**config.mk**
```make
export PLATFORM = sky130hd
export DESIGN_NAME = icache_ctrl
export DESIGN_NICKNAME = d
export VERILOG_FILES = /design/src/rtl/icache_pkg.sv /design/src/rtl/icache_ctrl.sv
export SDC_FILE = /design/constraint.sdc
export NUM_CORES = 1
export LEC_CHECK = 0
export ABC_CLOCK_PERIOD_IN_PS = 7100
export BUFFER_PORTS_ARGS = -buffer_cell sky130_fd_sc_hd__buf_2
export CORE_AREA = 2 2 470 472
export DETAILED_ROUTE_END_ITERATION = 8
export DIE_AREA = 0 0 472 474
export PLACE_DENSITY_LB_ADDON = 0.15
export SLEW_MARGIN = 20
export SYNTH_ARGS = -nofsm -noshare
export SYNTH_HDL_FRONTEND = slang
export SYNTH_SLANG_ARGS = --single-unit
```
**constraint.sdc**
```tcl
create_clock -name i_clk -period 7.1 [get_ports i_clk]
set_clock_uncertainty 0.2 [all_clocks]
set_input_delay 0.71 -clock i_clk [delete_from_list [all_inputs] [get_ports i_clk]]
set_output_delay 0.71 -clock i_clk [all_outputs]
set_load 0.02 [all_outputs]
```
**src/rtl/icache_pkg.sv**
```systemverilog
// Shared definitions for the instruction-cache controller.
// Holds address/line geometry, line field positions, the controller state
// enum and the packed line layout {valid, tag, data} as stored in the line RAM.
package icache_pkg;

  localparam int unsigned ADDR_W   = 32;
  localparam int unsigned INDEX_W  = 10;
  localparam int unsigned OFFSET_W = 6;
  localparam int unsigned TAG_W    = ADDR_W - INDEX_W - OFFSET_W;
  localparam int unsigned WORDS    = 16;
  localparam int unsigned WORD_W   = 32;
  localparam int unsigned BEAT_W   = $clog2(WORDS);
  localparam int unsigned DATA_W   = WORDS * WORD_W;
  localparam int unsigned LINE_W   = DATA_W + TAG_W + 1;
  localparam int unsigned LINES    = 1 << INDEX_W;

  // Field positions inside a stored line.
  localparam int unsigned VALID_BIT = LINE_W - 1;
  localparam int unsigned TAG_LSB   = DATA_W;
  localparam int unsigned TAG_MSB   = DATA_W + TAG_W - 1;

  typedef enum logic [2:0] {
    StFlush,
    StIdle,
    StLookup,
    StRefillReq,
    StRefillData,
    StWrite
  } state_e;

  typedef struct packed {
    logic              valid;
    logic [TAG_W-1:0]  tag;
    logic [DATA_W-1:0] data;
  } line_t;

endpackage

```
**src/rtl/icache_ctrl.sv**
```systemverilog
// Direct-mapped instruction-cache controller in front of an external
// single-port line RAM (asynchronous read, synchronous write).
// Ports:
//   i_clk, i_rst_n         clock, asynchronous active-low reset
//   i_req_*, o_req_ready   fetch request handshake (byte address)
//   o_resp_valid/_data     one-cycle fetch response, no backpressure
//   i_flush, o_flush_busy  invalidate-all request and sweep-in-progress flag
//   o_mem_req_*, i_mem_*   line refill request and 16 ascending data beats
//   o_bram_*, i_bram_rdata line RAM write port and combinational read data
module icache_ctrl
  import icache_pkg::*;
(
  input  logic              i_clk,
  input  logic              i_rst_n,
  input  logic              i_req_valid,
  input  logic [ADDR_W-1:0] i_req_addr,
  output logic              o_req_ready,
  output logic              o_resp_valid,
  output logic [WORD_W-1:0] o_resp_data,
  input  logic              i_flush,
  output logic              o_flush_busy,
  output logic              o_mem_req_valid,
  output logic [ADDR_W-1:0] o_mem_req_addr,
  input  logic              i_mem_req_ready,
  input  logic              i_mem_resp_valid,
  input  logic [WORD_W-1:0] i_mem_resp_data,
  output logic              o_bram_we,
  output logic [INDEX_W-1:0] o_bram_addr,
  output logic [LINE_W-1:0] o_bram_wdata,
  input  logic [LINE_W-1:0] i_bram_rdata
);

  state_e              r_state;
  state_e              w_state_next;
  logic [ADDR_W-1:2]   r_addr;
  logic [INDEX_W-1:0]  r_sweep;
  logic [BEAT_W-1:0]   r_beat;
  logic [DATA_W-1:0]   r_line;
  logic                r_flush_pend;

  logic [TAG_W-1:0]    w_tag;
  logic [INDEX_W-1:0]  w_index;
  logic [BEAT_W-1:0]   w_word;
  line_t               w_rd_line;
  line_t               w_wline;
  logic                w_hit;
  logic                w_flush_req;
  logic                w_req_fire;
  logic                w_beat_fire;
  logic                w_enter_flush;
  logic                w_unused_addr_lsb;

  // Byte-within-word bits never matter for a word fetch.
  assign w_unused_addr_lsb = ^i_req_addr[1:0];

  assign w_tag       = r_addr[ADDR_W-1 -: TAG_W];
  assign w_index     = r_addr[OFFSET_W +: INDEX_W];
  assign w_word      = r_addr[2 +: BEAT_W];
  assign w_rd_line   = i_bram_rdata;
  assign w_hit       = w_rd_line.valid && (w_rd_line.tag == w_tag);
  // A flush seen this cycle counts as pending so it wins over a same-cycle request.
  assign w_flush_req = r_flush_pend | i_flush;
  assign w_req_fire  = i_req_valid && o_req_ready;
  assign w_beat_fire = (r_state == StRefillData) && i_mem_resp_valid;
  assign w_enter_flush = (r_state != StFlush) && (w_state_next == StFlush);

  always_comb begin
    w_state_next    = r_state;
    o_req_ready     = 1'b0;
    o_resp_valid    = 1'b0;
    o_resp_data     = '0;
    o_flush_busy    = 1'b0;
    o_mem_req_valid = 1'b0;
    o_mem_req_addr  = '0;
    o_bram_we       = 1'b0;
    o_bram_addr     = '0;
    w_wline         = '0;
    unique case (r_state)
      StFlush: begin
        o_flush_busy = 1'b1;
        o_bram_we    = 1'b1;
        o_bram_addr  = r_sweep;
        if (r_sweep == '1) w_state_next = StIdle;
      end
      StIdle: begin
        if (w_flush_req) begin
          w_state_next = StFlush;
        end else begin
          o_req_ready = 1'b1;
          if (i_req_valid) w_state_next = StLookup;
        end
      end
      StLookup: begin
        o_bram_addr = w_index;
        if (w_hit) begin
          o_resp_valid = 1'b1;
          o_resp_data  = w_rd_line.data[{w_word, 5'd0} +: WORD_W];
          w_state_next = StIdle;
        end else begin
          w_state_next = StRefillReq;
        end
      end
      StRefillReq: begin
        o_mem_req_valid = 1'b1;
        o_mem_req_addr  = {r_addr[ADDR_W-1:OFFSET_W], {OFFSET_W{1'b0}}};
        if (i_mem_req_ready) w_state_next = StRefillData;
      end
      StRefillData: begin
        if (w_beat_fire && (r_beat == BEAT_W'(WORDS - 1))) w_state_next = StWrite;
      end
      StWrite: begin
        w_wline.valid = 1'b1;
        w_wline.tag   = w_tag;
        w_wline.data  = r_line;
        o_bram_we     = 1'b1;
        o_bram_addr   = w_index;
        w_state_next  = StLookup;
      end
      default: w_state_next = StFlush;
    endcase
  end

  assign o_bram_wdata = w_wline;

  always_ff @(posedge i_clk or negedge i_rst_n) begin
    if (!i_rst_n) begin
      r_state      <= StFlush;
      r_addr       <= '0;
      r_sweep      <= '0;
      r_beat       <= '0;
      r_line       <= '0;
      r_flush_pend <= 1'b0;
    end else begin
      r_state <= w_state_next;
      if (w_req_fire) r_addr <= i_req_addr[ADDR_W-1:2];

      if (w_enter_flush) r_flush_pend <= 1'b0;
      else if (i_flush)  r_flush_pend <= 1'b1;

      if (w_enter_flush)           r_sweep <= '0;
      else if (r_state == StFlush) r_sweep <= r_sweep + 1'b1;

      if (r_state == StRefillReq) begin
        r_beat <= '0;
      end else if (w_beat_fire) begin
        r_line[{r_beat, 5'd0} +: WORD_W] <= i_mem_resp_data;
        r_beat <= r_beat + 1'b1;
      end
    end
  end

endmodule

```
=== Word-level counts from Yosys, hierarchy flattened ===
Index checks and enable logic that the tools add are counted.

* Mux-type cells: 26
* Equal/unequal tests: 8
* Bitwise logic cells: 2
* Reductions and logical operators: 14
* Shifts and indexed selects: 3
* Add/sub/neg operators: 3

{| class="wikitable"
|+ Operator list
! operator !! count
|-
| two-way mux 529 bit || 1
|-
| bitwise mux 512 bit || 1
|-
| variable shift 32 x 11 -> 512 bit, first input constant || 1
|-
| indexed part select 32 x 11 -> 512 bit || 1
|-
| indexed part select 512 x 10 -> 32 bit || 1
|-
| two-way mux 32 bit || 3
|-
| two-way mux 10 bit || 2
|-
| one-hot mux 10 bit (2 select lines) || 1
|-
| one-hot mux 3 bit (6 select lines) || 1
|-
| equality test 16 bit || 1
|-
| two-way mux 3 bit || 5
|-
| negation 9 -> 11 bit || 1
|-
| adder 10 x 1 -> 10 bit, second input constant || 1
|-
| equality test 10 bit, second input constant || 1
|-
| two-way mux 1 bit || 9
|-
| two-way mux 4 bit || 2
|-
| equality test 3 x 2 -> 1 bit, second input constant || 2
|-
| equality test 3 bit, second input constant || 2
|-
| logical NOT 3 bit || 2
|-
| nonzero test 2 bit || 3
|-
| logical AND 1 bit || 5
|-
| adder 4 x 1 -> 4 bit, second input constant || 1
|-
| equality test 4 bit, second input constant || 1
|-
| OR reduction 2 bit || 2
|-
| 6 further kinds || 6
|}

* Register bits after elaboration: 560
* Input port bits: 599
* Output and inout bits: 608
* Logic and storage cells: 62

=== Depth between registers and ports, before layout ===
Gate-level depths: netlist (run 1).

* Word-level depth: 8
* Gate-level depth with buffers: 10
* Gate-level depth less buffers: 7

=== Least setup slack after synthesis (run 1) ===
Ideal clock, no wire load.

* Path type: in2out
* Start: input port i_bram_rdata[526]
* End: output port o_resp_data[22]
* Slack: 4.292 ns
* Data required time: 6.190 ns
* Stages: 6
* Arrival time: 1.898 ns
* Cells stage by stage: xnor2_1 -> nand3_1 -> nor3_1 -> nand3_1 -> clkbuf_1 -> a21oi_1

* Longest elaborated chain between the ends: 4

{| class="wikitable"
|+ RTL lines
! item !! RTL line !! RTL
|-
| start: declaration || icache_ctrl.sv:30 || <nowiki>input logic [LINE_W-1:0] i_bram_rdata</nowiki>
|-
| equality test 16 bit || icache_ctrl.sv:60 || <nowiki>assign w_hit = w_rd_line.valid && (w_rd_line.tag == w_tag);</nowiki>
|-
| logical AND 1 bit || icache_ctrl.sv:60 ||
|-
| two-way mux 32 bit || icache_ctrl.sv:95 || <nowiki>if (w_hit) begin</nowiki>
|-
| two-way mux 32 bit || icache_ctrl.sv:78 || <nowiki>unique case (r_state)</nowiki>
|-
| end: declaration || icache_ctrl.sv:19 || <nowiki>output logic [WORD_W-1:0] o_resp_data,</nowiki>
|}

Every way passes these cells.

=== Worst setup path after layout (run 1) ===
* Start: register r_state[2]
* End: output port o_resp_data[18]

* Longest elaborated chain between the ends: 2

{| class="wikitable"
|+ RTL lines
! item !! RTL line !! RTL
|-
| start: declaration || icache_ctrl.sv:33 || <nowiki>state_e r_state;</nowiki>
|-
| start signal: assignment || icache_ctrl.sv:127 || <nowiki>r_state <= StFlush;</nowiki>
|-
| start signal: assignment || icache_ctrl.sv:134 || <nowiki>r_state <= w_state_next;</nowiki>
|-
| equality test 3 x 2 -> 1 bit || icache_ctrl.sv:78 ||
|-
| two-way mux 32 bit || icache_ctrl.sv:78 ||
|}

Every way passes these cells.

==> results of run 1 <==
metal layers:
metal	track usage	vias up
met1	0.230	13100
met4	0.0368	14
met5	0	-
met2	0.254	1083
li1	-	11200
met3	0.0617	234
Yosys cell counts (2+ instances only):
library cell	count	area, um^2
buf_2	42	210
nand3b_1	2	15.0
ha_1	4	50.1
nand2_1	212	796
nor3b_1	4	30.0
nor2b_1	5	31.3
and2_1	565	3530
nor2_1	79	297
xor2_1	9	78.8
mux4_2	128	2880
mux2i_1	2	20.0
xnor2_1	20	175
nor3_2	2	20.0
mux2_2	330	3720
nor3_1	4	20.0
a22oi_1	73	548
and3_1	29	181
nand2_2	2	12.5
a21oi_1	35	175
buf_1	3	11.3
buf_6	9	101
dfrtp_1	560	14000
nand4_1	9	56.3
buf_4	14	105
nand3_1	16	80.1
nand2b_1	2	12.5
o21ai_0	141	706
mux2_1	84	946
clkbuf_1	172	646
inv_1	5	18.8
critical path: cells and delay by family, from the launching register on:
family	cells	cell delay, ns
compound gates	1	1.14
buf+inv	1	0.32
simple gates	3	1.53
flops	1	0.52
layout by cell type, fill, tap and decap left out, types with 8 or more instances in the layout:
cell type,n
buf_2,1197
dfrtp_1,558
xor2_1,9
and3_1,26
clkbuf_16,80
nand4_1,9
xnor2_1,18
mux2_2,330
o21ai_0,141
diode_2,27
nor2_1,76
clkbuf_1,22
mux4_2,128
mux2_1,84
dlygate4sd3_1,31
and2_1,565
nand2_1,211
a21oi_1,35
clkbuf_8,16
buf_4,42
a22oi_1,73
buf_12,8
stage by stage:
step / area [um^2] / hold WS (ns) / util / total power [W]
finish: 41800 / 0.0893 / 0.191 / 0.0110
global route: 41700 / 0.0461 / 0.191 / 0.0115
CTS: 41700 / 0.00217 / 0.191 / 0.0112
detailed placement: 38800 / 0.263 / 0.177 / 0.00697
global placement: 38800 / 0.254 / 0.177 / 0.00698
floorplan: 29600 / 0.214 / - / 0.00547
report_power, final:
group / total (W) / switching (W) / internal (W)
registers: 0.00373 / 0.000343 / 0.00338
clock network: 0.00409 / 0.00166 / 0.00243
logic: 0.00316 / 0.00190 / 0.00126
layout make-up:
cell class | count | area (um^2)
inverters | 6 | 30.0
flip-flops and latches | 560 | 14000
multi-input cells | 1775 | 14700
clock buffers | 118 | 2300
clock inverters | 21 | 309
diodes | 27 | 67.6
fillers | 24400 | 177000
repair buffers | 1279 | 6790
well taps | 2871 | 3590
cell families (layout without fill, tap and decap cells):
family / count (synthesis) / count (layout) / synth area share
flops: 560 / 560 / 0.473
other cells: 1 / 33 / 0.000127
simple gates: 936 / 936 / 0.174
fa+ha+maj: 4 / 4 / 0.00169
compound gates: 256 / 256 / 0.0503
mux: 544 / 544 / 0.255
buf+inv: 246 / 1424 / 0.0370
xor+xnor: 29 / 29 / 0.00858
state kept, by name (all words and copies together) (netlist names):
signal	flops
r_line	512
r_flush_pend	1
r_sweep	10
r_beat	4
r_addr	30
r_state	3
what timing repair did:
action | 4_1_cts | 5_1_grt
buffers inserted | 0 | 0
hold buffers | 31 | 0
hold endpoints to repair | 121 | 0
path summary, 6_finish.rpt:
check / from / endpoint / slack, ns / cells past startpoint
worst max-delay path: r_state[2]$_DFF_PN0_ / o_resp_data[18] / 1.95 / 5
worst min-delay path: i_req_addr[5] / r_addr[5]$_DFFE_PN0P_ / 0.09 / 2
worst max register to register: r_beat[0]$_DFFE_PN0P_ / r_line[223]$_DFFE_PN0P_ / 3.43 / 9
worst min register to register: r_line[310]$_DFFE_PN0P_ / r_line[310]$_DFFE_PN0P_ / 0.27 / 2
max in group asynchronous: i_rst_n / r_addr[2]$_DFFE_PN0P_ / 4.58 / 3
min in group asynchronous: i_rst_n / r_line[169]$_DFFE_PN0P_ / 0.49 / 2
==> out/results.tsv, run 1 <==
stage	metric	value	unit
critical_path	worst path cell trace	nor2_1 -> and2_1 -> nand3_2 -> a21oi_1 -> buf_2	
logic_synthesis	ys flop type	dfrtp_1	
clock_tree	root buf cell	clkbuf_16	
clock_tree	Clock Sinks	560	
routing	top sig layer	met5	
logic_synthesis	fraction of registers with async set/reset	1.00	
floorplan	Initial Utilization	0.135	
routing	Avg WL per Cell	29.5	um
routing	Detailed Route Iter0 Violations	1673	
clock_tree	H-tree depth	3	
floorplan	count of standard-cell rows	172	
timing	unrepaired setup endpoints after global routing	false	
min_path	Hold Path Class	in2reg	
global_routing	initial antenna violation count	114	
global_routing	vias in the first global route	25800	
routing	metal3 WL	17700	um
clock_tree	clock-pin slew on the worst setup and hold paths	0.06	ns
floorplan	boundary pin count	1207	
critical_path	Crit path required time	6.19	ns
power_and_ir_drop	PwrDens	262	nW/um^2
routing	wirelength, routed	196000	um
routing	wl on met1	88500	um
critical_path	crit-path max cell delay	1.14	ns
global_routing	first-pass GRT wire length	255000	um
logic_synthesis	Mapped Cells	2576	
logic_synthesis	synthesized area	29600	um^2
logic_synthesis	syn_area_per_cell	11.5	um^2
outcome	status	finished, final reports clean	
logic_synthesis	#FFs+latches synth	560	
global_routing	gr usage total	0.169	
critical_path	CP max stage cell	a21oi_1	
floorplan	Core ar.	219000	um^2
timing	Worst-Margin Slew	1.12	ns
critical_path	Data arrival, critical path	4.24	ns
run	number of max-cap violations	0	
global_routing	largest net degree at the start of global routing	164	
routing	vias per inst	3.85	
routing	1st-pass router iterations	5	
placed_design	placed cells	6460	
placed_design	number of port buffers	1198	
layout	Layout Cells excl Fill	6657	
logic_synthesis	synth warn	0	
routing	post-route ant nets	0	
critical_path	largest fanout on the critical path	24	
placed_design	Place WS	2.40	ns
power_and_ir_drop	leakage power	21.1	nW
critical_path	critical path type	reg2out	
clock_tree	# resized after CTS	0	
timing	final hold vios	0	
clock_tree	clock buffer depth	3	
timing	Fmax	194	MHz
timing	Fin Setup TNS	0	ns
floorplan	Die ar.	224000	um^2
logic_synthesis	post-synth cell types	44	
placed_design	DPL Wire Length	155000	um
clock_tree	Clock Latency Late Sink	0.69	ns
layout	area grow syn2layout	41.2	%
routing	DR WL met2	85500	um
layout	layout cells sized above 1	0.494	
global_routing	gr ovfl total	0	
timing	count of final max-slew check failures	0	
clock_tree	CTS tree	built	
clock_tree	cts bufs inserted	79	
timing	final setup violation count	0	
logic_synthesis	Seq/Total Area, Yosys	0.473	
routing	vias	25600	
critical_path	critical path endpoint category	output pin	
routing	Post-route DRC	0	
floorplan	DIE WIDTH	472	um
placed_design	Placer Congestion	0.860	
timing	Final WS setup	1.95	ns
layout	Net count, final	4304	
power_and_ir_drop	Worst VDD drop	0.162	mV
floorplan	Die Span Y	474	um
timing	Final period util	0.726	
critical_path	startpoint class of the critical path	flip-flop	
logic_synthesis	EDFF count, synth	0	
timing	Max-slew headroom	0.248	
timing	crit path time final	5.15	ns
No activity file was read; power rests on OpenSTA's default activity.
==> run 2, diff against run 1 <==
ABC_AREA = 1   (was not set)
ABC_CLOCK_PERIOD_IN_PS = 5100   (was 7100)
CORE_AREA = 2 2 469 471   (was 2 2 470 472)
DIE_AREA = 0 0 471 473   (was 0 0 472 474)
clock period = 5.1 ns   (was 7.1 ns; I/O delays follow)
==> run 2 against run 1 <==
Die area decreased by 0.42%. Critical path depth increased by 4. Flip-flop and latch count unchanged. Wire length increased by 5.3%. Sequential share of layout area decreased by 1.1 points. Clock power increased by 33%.
==> out/results.tsv, run 2 <==
stage	metric	value	unit
min_path	hold endpoint	r_line[337]$_DFFE_PN0P_	
routing	1st-pass router iterations	5	
logic_synthesis	Synth top cells by count	nand2_1 (1,061), inv_1 (663), nor2_1 (625), dfrtp_1 (560), o21ai_0 (540)	
layout	commonest non-fill, non-tap cells in the layout	buf_2 (1,197), nand2_1 (1,058), inv_1 (662), nor2_1 (624), dfrtp_1 (556)	
timing	crit path time final	4.35	ns
critical_path	depth of the most critical reg-to-reg path	8	
clock_tree	clock buffer depth	3	
layout	Net count, final	6147	
timing	Max-slew headroom	0.249	
clock_tree	CTS tree	built	
layout	layout cells sized above 1	0.260	
timing	Fin Setup TNS	0	ns
power_and_ir_drop	Worst VDD drop	0.219	mV
outcome	status	finished, final reports clean	
critical_path	CP max stage cell	dfrtp_4	
global_routing	vias in the first global route	34600	
clock_tree	clock-pin slew on the worst setup and hold paths	0.06	ns
routing	Avg WL per Cell	24.3	um
floorplan	Die ar.	223000	um^2
clock_tree	# resized after CTS	0	
timing	unrepaired setup endpoints after global routing	false	
logic_synthesis	share of the synthesized area in the top cell type	0.448	
critical_path	critical path endpoint category	output pin	
critical_path	Data arrival, critical path	3.64	ns
power_and_ir_drop	combinational share of power	0.069	
floorplan	Die Span Y	473	um
logic_synthesis	count leader, synth	nand2_1	
timing	count of final max-slew check failures	0	
floorplan	count of standard-cell rows	172	
layout	Most flops, register	r_line	
critical_path	startpoint class of the critical path	flip-flop	
layout	post-route cell area	43300	um^2
power_and_ir_drop	clock share of power	0.512	
critical_path	Crit path required time	4.39	ns
floorplan	Initial Utilization	0.143	
critical_path	worst path cell trace	inv_8 -> buf_12 -> nand2_1 -> nand3_1 -> nand3_1 -> o21ai_0 -> o21ai_0 -> nor2_1 -> buf_2	
layout	area of the multi-input gates	13400	um^2
clock_tree	cts bufs inserted	73	
min_path	hold path cells	3	
logic_synthesis	ys flop type	dfrtp_1	
logic_synthesis	synthesized area	31300	um^2
min_path	hold path startpoint	i_mem_resp_data[17]	
floorplan	DIE WIDTH	471	um
clock_tree	Clock Latency Late Sink	0.68	ns
routing	Detailed Route Iter0 Violations	2070	
global_routing	gr ovfl total	0	
global_routing	initial antenna violation count	61	
global_routing	gr usage total	0.179	
clock_tree	H-tree depth	3	
critical_path	worst r2r src	r_beat[1]$_DFFE_PN0P_	
routing	Post-route DRC	0	
placed_design	DPL Wire Length	162000	um
routing	wirelength, routed	207000	um
timing	Final period util	0.853	
run	number of max-cap violations	0	
placed_design	placed cells	8291	
routing	vias	34100	
logic_synthesis	synth warn	0	
routing	post-route ant nets	0	
layout	top flop regs	r_line (512), r_addr (30), r_sweep (10)	
timing	Worst-Margin Slew	1.12	ns
critical_path	critical path type	reg2out	
placed_design	Placer Congestion	0.903	
timing	Fmax	230	MHz
power_and_ir_drop	leakage power	20.9	nW
clock_tree	root buf cell	clkbuf_16	
power_and_ir_drop	Sw Pwr	0.00276	W
clock_tree	Clock Sinks	560	
critical_path	reg2reg setup slack	1.47	ns
critical_path	crit-path max cell delay	0.71	ns
placed_design	Placed Area	40300	um^2
layout	Layout Cells excl Fill	8497	
logic_synthesis	post-synth cell types	49	
logic_synthesis	syn_area_per_cell	6.99	um^2
global_routing	largest net degree at the start of global routing	127	
logic_synthesis	fraction of registers with async set/reset	1.00	
placed_design	number of port buffers	1198	
layout	Seq. cell area	14000	um^2
layout	commonest non-fill, non-tap cell in the layout	buf_2	
logic_synthesis	EDFF count, synth	0	
critical_path	largest fanout on the critical path	83	
routing	vias per inst	4.02	
floorplan	boundary pin count	1207	
logic_synthesis	#FFs+latches synth	560	
floorplan	Core ar.	218000	um^2
power_and_ir_drop	PwrDens	245	nW/um^2
power_and_ir_drop	switching share of power	0.260	
logic_synthesis	Seq/Total Area, Yosys	0.448	
layout	max reg flops	512	
logic_synthesis	top post-synthesis cells by area	dfrtp_1 (45%), nand2_1 (13%), o21ai_0 (8.6%)	
global_routing	first-pass GRT wire length	282000	um
power_and_ir_drop	Power Internal	0.00786	W
power_and_ir_drop	Flop pwr share	0.419	
min_path	Hold Path Class	in2reg	
power_and_ir_drop	PnR Total Power	0.0106	W
timing	final hold vios	0	
logic_synthesis	top cell type by total area after synthesis	dfrtp_1	
layout	area grow syn2layout	38.4	%
logic_synthesis	Mapped Cells	4474	
layout	Fillers	25400	
critical_path	worst reg2reg endpoint	r_line[488]$_DFFE_PN0P_	
timing	final setup violation count	0	
run 2: cell count changes in the layout (fill, tap and decap cells not counted), sizes merged, moves of 266 or more:
cell / before / now
and2: 566 / 0
inv: 8 / 680
mux2: 414 / 0
nand2: 214 / 1067
nand3: 16 / 282
nor2: 79 / 637
o21ai: 141 / 593
run 2: routing by layer:
metal	global-route usage	routed length, um	vias to the layer above
met5	0	164	-
met4	0.0773	8900	20
met3	0.0525	14800	245
met2	0.328	106000	1123
met1	0.190	76800	16500
li1	-	-	16200
run 2: layout make-up:
class	count	share of cell area
diodes	25	0.00145
clock buffers	111	0.0490
clock inverters	21	0.00746
inverters	676	0.0592
multi-input cells	2915	0.310
flip-flops and latches	560	0.324
well taps	2871	0.0830
repair buffers	1318	0.166
run 2: cell families after synthesis:
group,after synthesis,share of synthesized area
other,1,0.000120
buffers and inverters,1004,0.125
xor gates and xnor gates,9,0.00252
and+or+nand+nor,2108,0.279
DFF,560,0.448
AOI/OAI and AO/OA,788,0.143
adders and majority gates,4,0.00160
run 2: timing repair:
item / 4_1_cts / 5_1_grt
setup buffers: 0 / 0
hold buffers: 49 / 0
endpoints found under the hold margin: 150 / 0
run 2: worst max-delay path: cells and delay by family, from the launching register on:
| family | cells | cell delay, ns |
|---|---|---|
| and+or+nand+nor | 4 | 0.82 |
| DFF | 1 | 0.71 |
| buffers and inverters | 3 | 0.71 |
| AOI/OAI and AO/OA | 2 | 0.64 |
run 2: how the worst max path moves through the flow:
stage                                      from                      end  cells past startpoint
after global routing      r_addr[3]$_DFFE_PN0P_           o_resp_data[0]                      8
after CTS                 r_addr[2]$_DFFE_PN0P_          o_resp_data[26]                      9
after global placement    r_beat[1]$_DFFE_PN0P_  r_line[222]$_DFFE_PN0P_                      9
after floorplan           r_beat[0]$_DFFE_PN0P_  r_line[388]$_DFFE_PN0P_                     12
after detailed placement  r_beat[1]$_DFFE_PN0P_  r_line[202]$_DFFE_PN0P_                      9
final                     r_addr[2]$_DFFE_PN0P_          o_resp_data[26]                      9
run 2: through the flow:
step                hold slack, ns  utilization  worst slack (ns)
global route                0.0523        0.198             0.653
global placement             0.267        0.185              1.17
floorplan                   0.0144            -              2.29
detailed placement           0.270        0.185              1.14
CTS                         0.0130        0.198             0.652
finish                      0.0705        0.198             0.749
run 2: power groups by stage:
stage / clock network [W] / logic, W / registers, W
after global routing: 0.00579 / 0.000804 / 0.00444
final: 0.00544 / 0.000737 / 0.00444
after global placement: 0 / 0.000733 / 0.00452
after floorplan: 0 / 0.000145 / 0.00453
after detailed placement: 0 / 0.000733 / 0.00452
after CTS: 0.00564 / 0.000768 / 0.00444
==> run 3, diff against run 2 <==
BUFFER_PORTS_ARGS = -buffer_cell sky130_fd_sc_hd__buf_4   (was -buffer_cell sky130_fd_sc_hd__buf_2)
==> run 3 against run 2 <==
Maximum frequency shrank 2.2%. Hold slack got worse by 0.0036 ns. Sequential power is essentially flat. Utilization up 1.4 points. First-iteration DRC count rose by 5.9%. Power increased by 1.3%. Clock-buffer cell count is 9 lower. Global-route usage rose by 0.13 points. Clock power is essentially flat. Die area did not move. Cell area up 7.2%. Highest routed layer unchanged.
==> out/results.tsv, run 3 (synthesized netlist as in run 2, its figures left out) <==
stage	metric	value	unit
floorplan	Initial Utilization	0.143	
clock_tree	root buf cell	clkbuf_16	
floorplan	count of standard-cell rows	172	
floorplan	Die ar.	223000	um^2
timing	count of final max-slew check failures	0	
routing	Detailed Route Iter0 Violations	2193	
floorplan	Die Span Y	473	um
global_routing	GRT Max-Usage Layer	met2	
routing	vias	34100	
timing	final setup violation count	0	
timing	final hold vios	0	
floorplan	Core ar.	218000	um^2
placed_design	Place WS	1.08	ns
layout	Most flops, register	r_line	
layout	max reg flops	512	
global_routing	first-pass GRT wire length	285000	um
critical_path	startpoint class of the critical path	flip-flop	
timing	Worst-Margin Slew	1.06	ns
timing	Final WS setup	0.650	ns
clock_tree	Clock Sinks	560	
layout	area of the multi-input gates	13400	um^2
routing	wirelength, routed	209000	um
clock_tree	Setup Buffers After CTS	0	
clock_tree	H-tree depth	3	
global_routing	GRT met1 Usage	0.193	
power_and_ir_drop	leakage power	21.4	nW
global_routing	GR Layer Usage met2	0.328	
layout	post-route cell area	46400	um^2
outcome	status	finished, final reports clean	
clock_tree	CTS tree	built	
layout	Seq. cell area	14000	um^2
critical_path	largest fanout on the critical path	70	
critical_path	critical path endpoint category	output pin	
global_routing	gr usage total	0.181	
global_routing	initial antenna violation count	42	
min_path	Hold Path Class	in2reg	
timing	crit path time final	4.45	ns
global_routing	gr ovfl total	0	
routing	1st-pass router iterations	5	
placed_design	number of port buffers	1198	
placed_design	Placed Area	43200	um^2
clock_tree	CTS Hold Bufs	64	
timing	Fmax	225	MHz
timing	Final period util	0.872	
timing	unrepaired setup endpoints after global routing	false	
layout	Net count, final	6160	
run	number of max-cap violations	0	
layout	Fillers	25000	
placed_design	placed cells	8289	
power_and_ir_drop	PwrDens	232	nW/um^2
clock_tree	Clock Latency Late Sink	0.68	ns
clock_tree	clock buffer depth	3	
routing	Post-route DRC	0	
layout	commonest non-fill, non-tap cells in the layout	buf_4 (1,255), nand2_1 (1,058), inv_1 (662), nor2_1 (624), dfrtp_1 (556)	
critical_path	Crit path required time	4.39	ns
floorplan	DIE WIDTH	471	um
routing	post-route ant nets	0	
clock_tree	cts bufs inserted	73	
routing	Avg WL per Cell	24.5	um
layout	area grow syn2layout	48.4	%
critical_path	critical path type	reg2out	
timing	Fin Setup TNS	0	ns
critical_path	Data arrival, critical path	3.74	ns
global_routing	met3 GRT Util	0.0549	
global_routing	vias in the first global route	34500	
layout	layout cells sized above 1	0.260	
layout	Layout Cells excl Fill	8500	
global_routing	largest net degree at the start of global routing	181	
layout	final design utilization	0.213	
placed_design	Placer Congestion	0.892	
clock_tree	clock-pin slew on the worst setup and hold paths	0.06	ns
power_and_ir_drop	Worst VDD drop	0.231	mV
layout	top flop regs	r_line (512), r_addr (30), r_sweep (10)	
floorplan	boundary pin count	1207	
layout	commonest non-fill, non-tap cell in the layout	buf_4	
clock_tree	# resized after CTS	0	
placed_design	DPL Wire Length	162000	um
timing	Max-slew headroom	0.296	
routing	vias per inst	4.01	
## run 3: changes by cell type in the layout (fill, tap and decap cells not counted), sizes merged
cell	delta
clkinvlp	+2
inv	-3
buf	-2
clkinv	+10
diode	-10
clkbuf	-9
dlygate4sd3	+15
## run 3: critical path, stage by stage (launching register included)
cell	delay [ns]
dfrtp_4	0.65
inv_8	0.39
buf_4	0.46
nand2_1	0.14
nand3_1	0.10
nand3_1	0.09
o21ai_0	0.11
nand2_1	0.08
a21oi_1	0.68
buf_4	0.27
## run 3: worst paths after layout
check                                   startpoint                      end  slack, ns  cells after the start
max                          r_addr[2]$_DFFE_PN0P_          o_resp_data[31]       0.65                      9
min                            i_mem_resp_data[21]  r_line[469]$_DFFE_PN0P_       0.07                      3
max reg2reg                  r_beat[0]$_DFFE_PN0P_  r_line[510]$_DFFE_PN0P_       1.39                      8
min reg2reg                r_line[302]$_DFFE_PN0P_  r_line[302]$_DFFE_PN0P_       0.28                      2
max in group asynchronous                  i_rst_n    r_addr[4]$_DFFE_PN0P_       3.19                      3
min in group asynchronous                  i_rst_n  r_line[146]$_DFFE_PN0P_       0.20                      2
## run 3: metrics by stage
stage	hold WS, ns	power (W)
after global placement	0.268	0.00537
after global routing	0.0493	0.0112
after CTS	0.00309	0.0110
after detailed placement	0.273	0.00538
final	0.0669	0.0108
after floorplan	0.0144	0.00467
## run 3: cell type report
type                    count  area share
flip-flops and latches    560       0.302
diodes                     15    0.000809
repair buffers           1331       0.222
clock buffers             102      0.0455
multi-input cells        2915       0.289
well taps                2871      0.0774
inverters                 676      0.0552
clock inverters            30     0.00758
## run 3: routing by layer
layer  vias to the layer above  share of wire
li1                      16200              -
met1                     16500           0.37
met2                      1139           0.51
met3                       220          0.078
met4                        10          0.042
met5                         -        0.00032
## run 3: power by group
group	total (W)	switching, W	internal [W]
combinational	0.000866	0.000460	0.000406
clock	0.00545	0.00228	0.00317
sequential	0.00444	0.0000000000000000000185	0.00444
total	0.0108	0.00274	0.00802
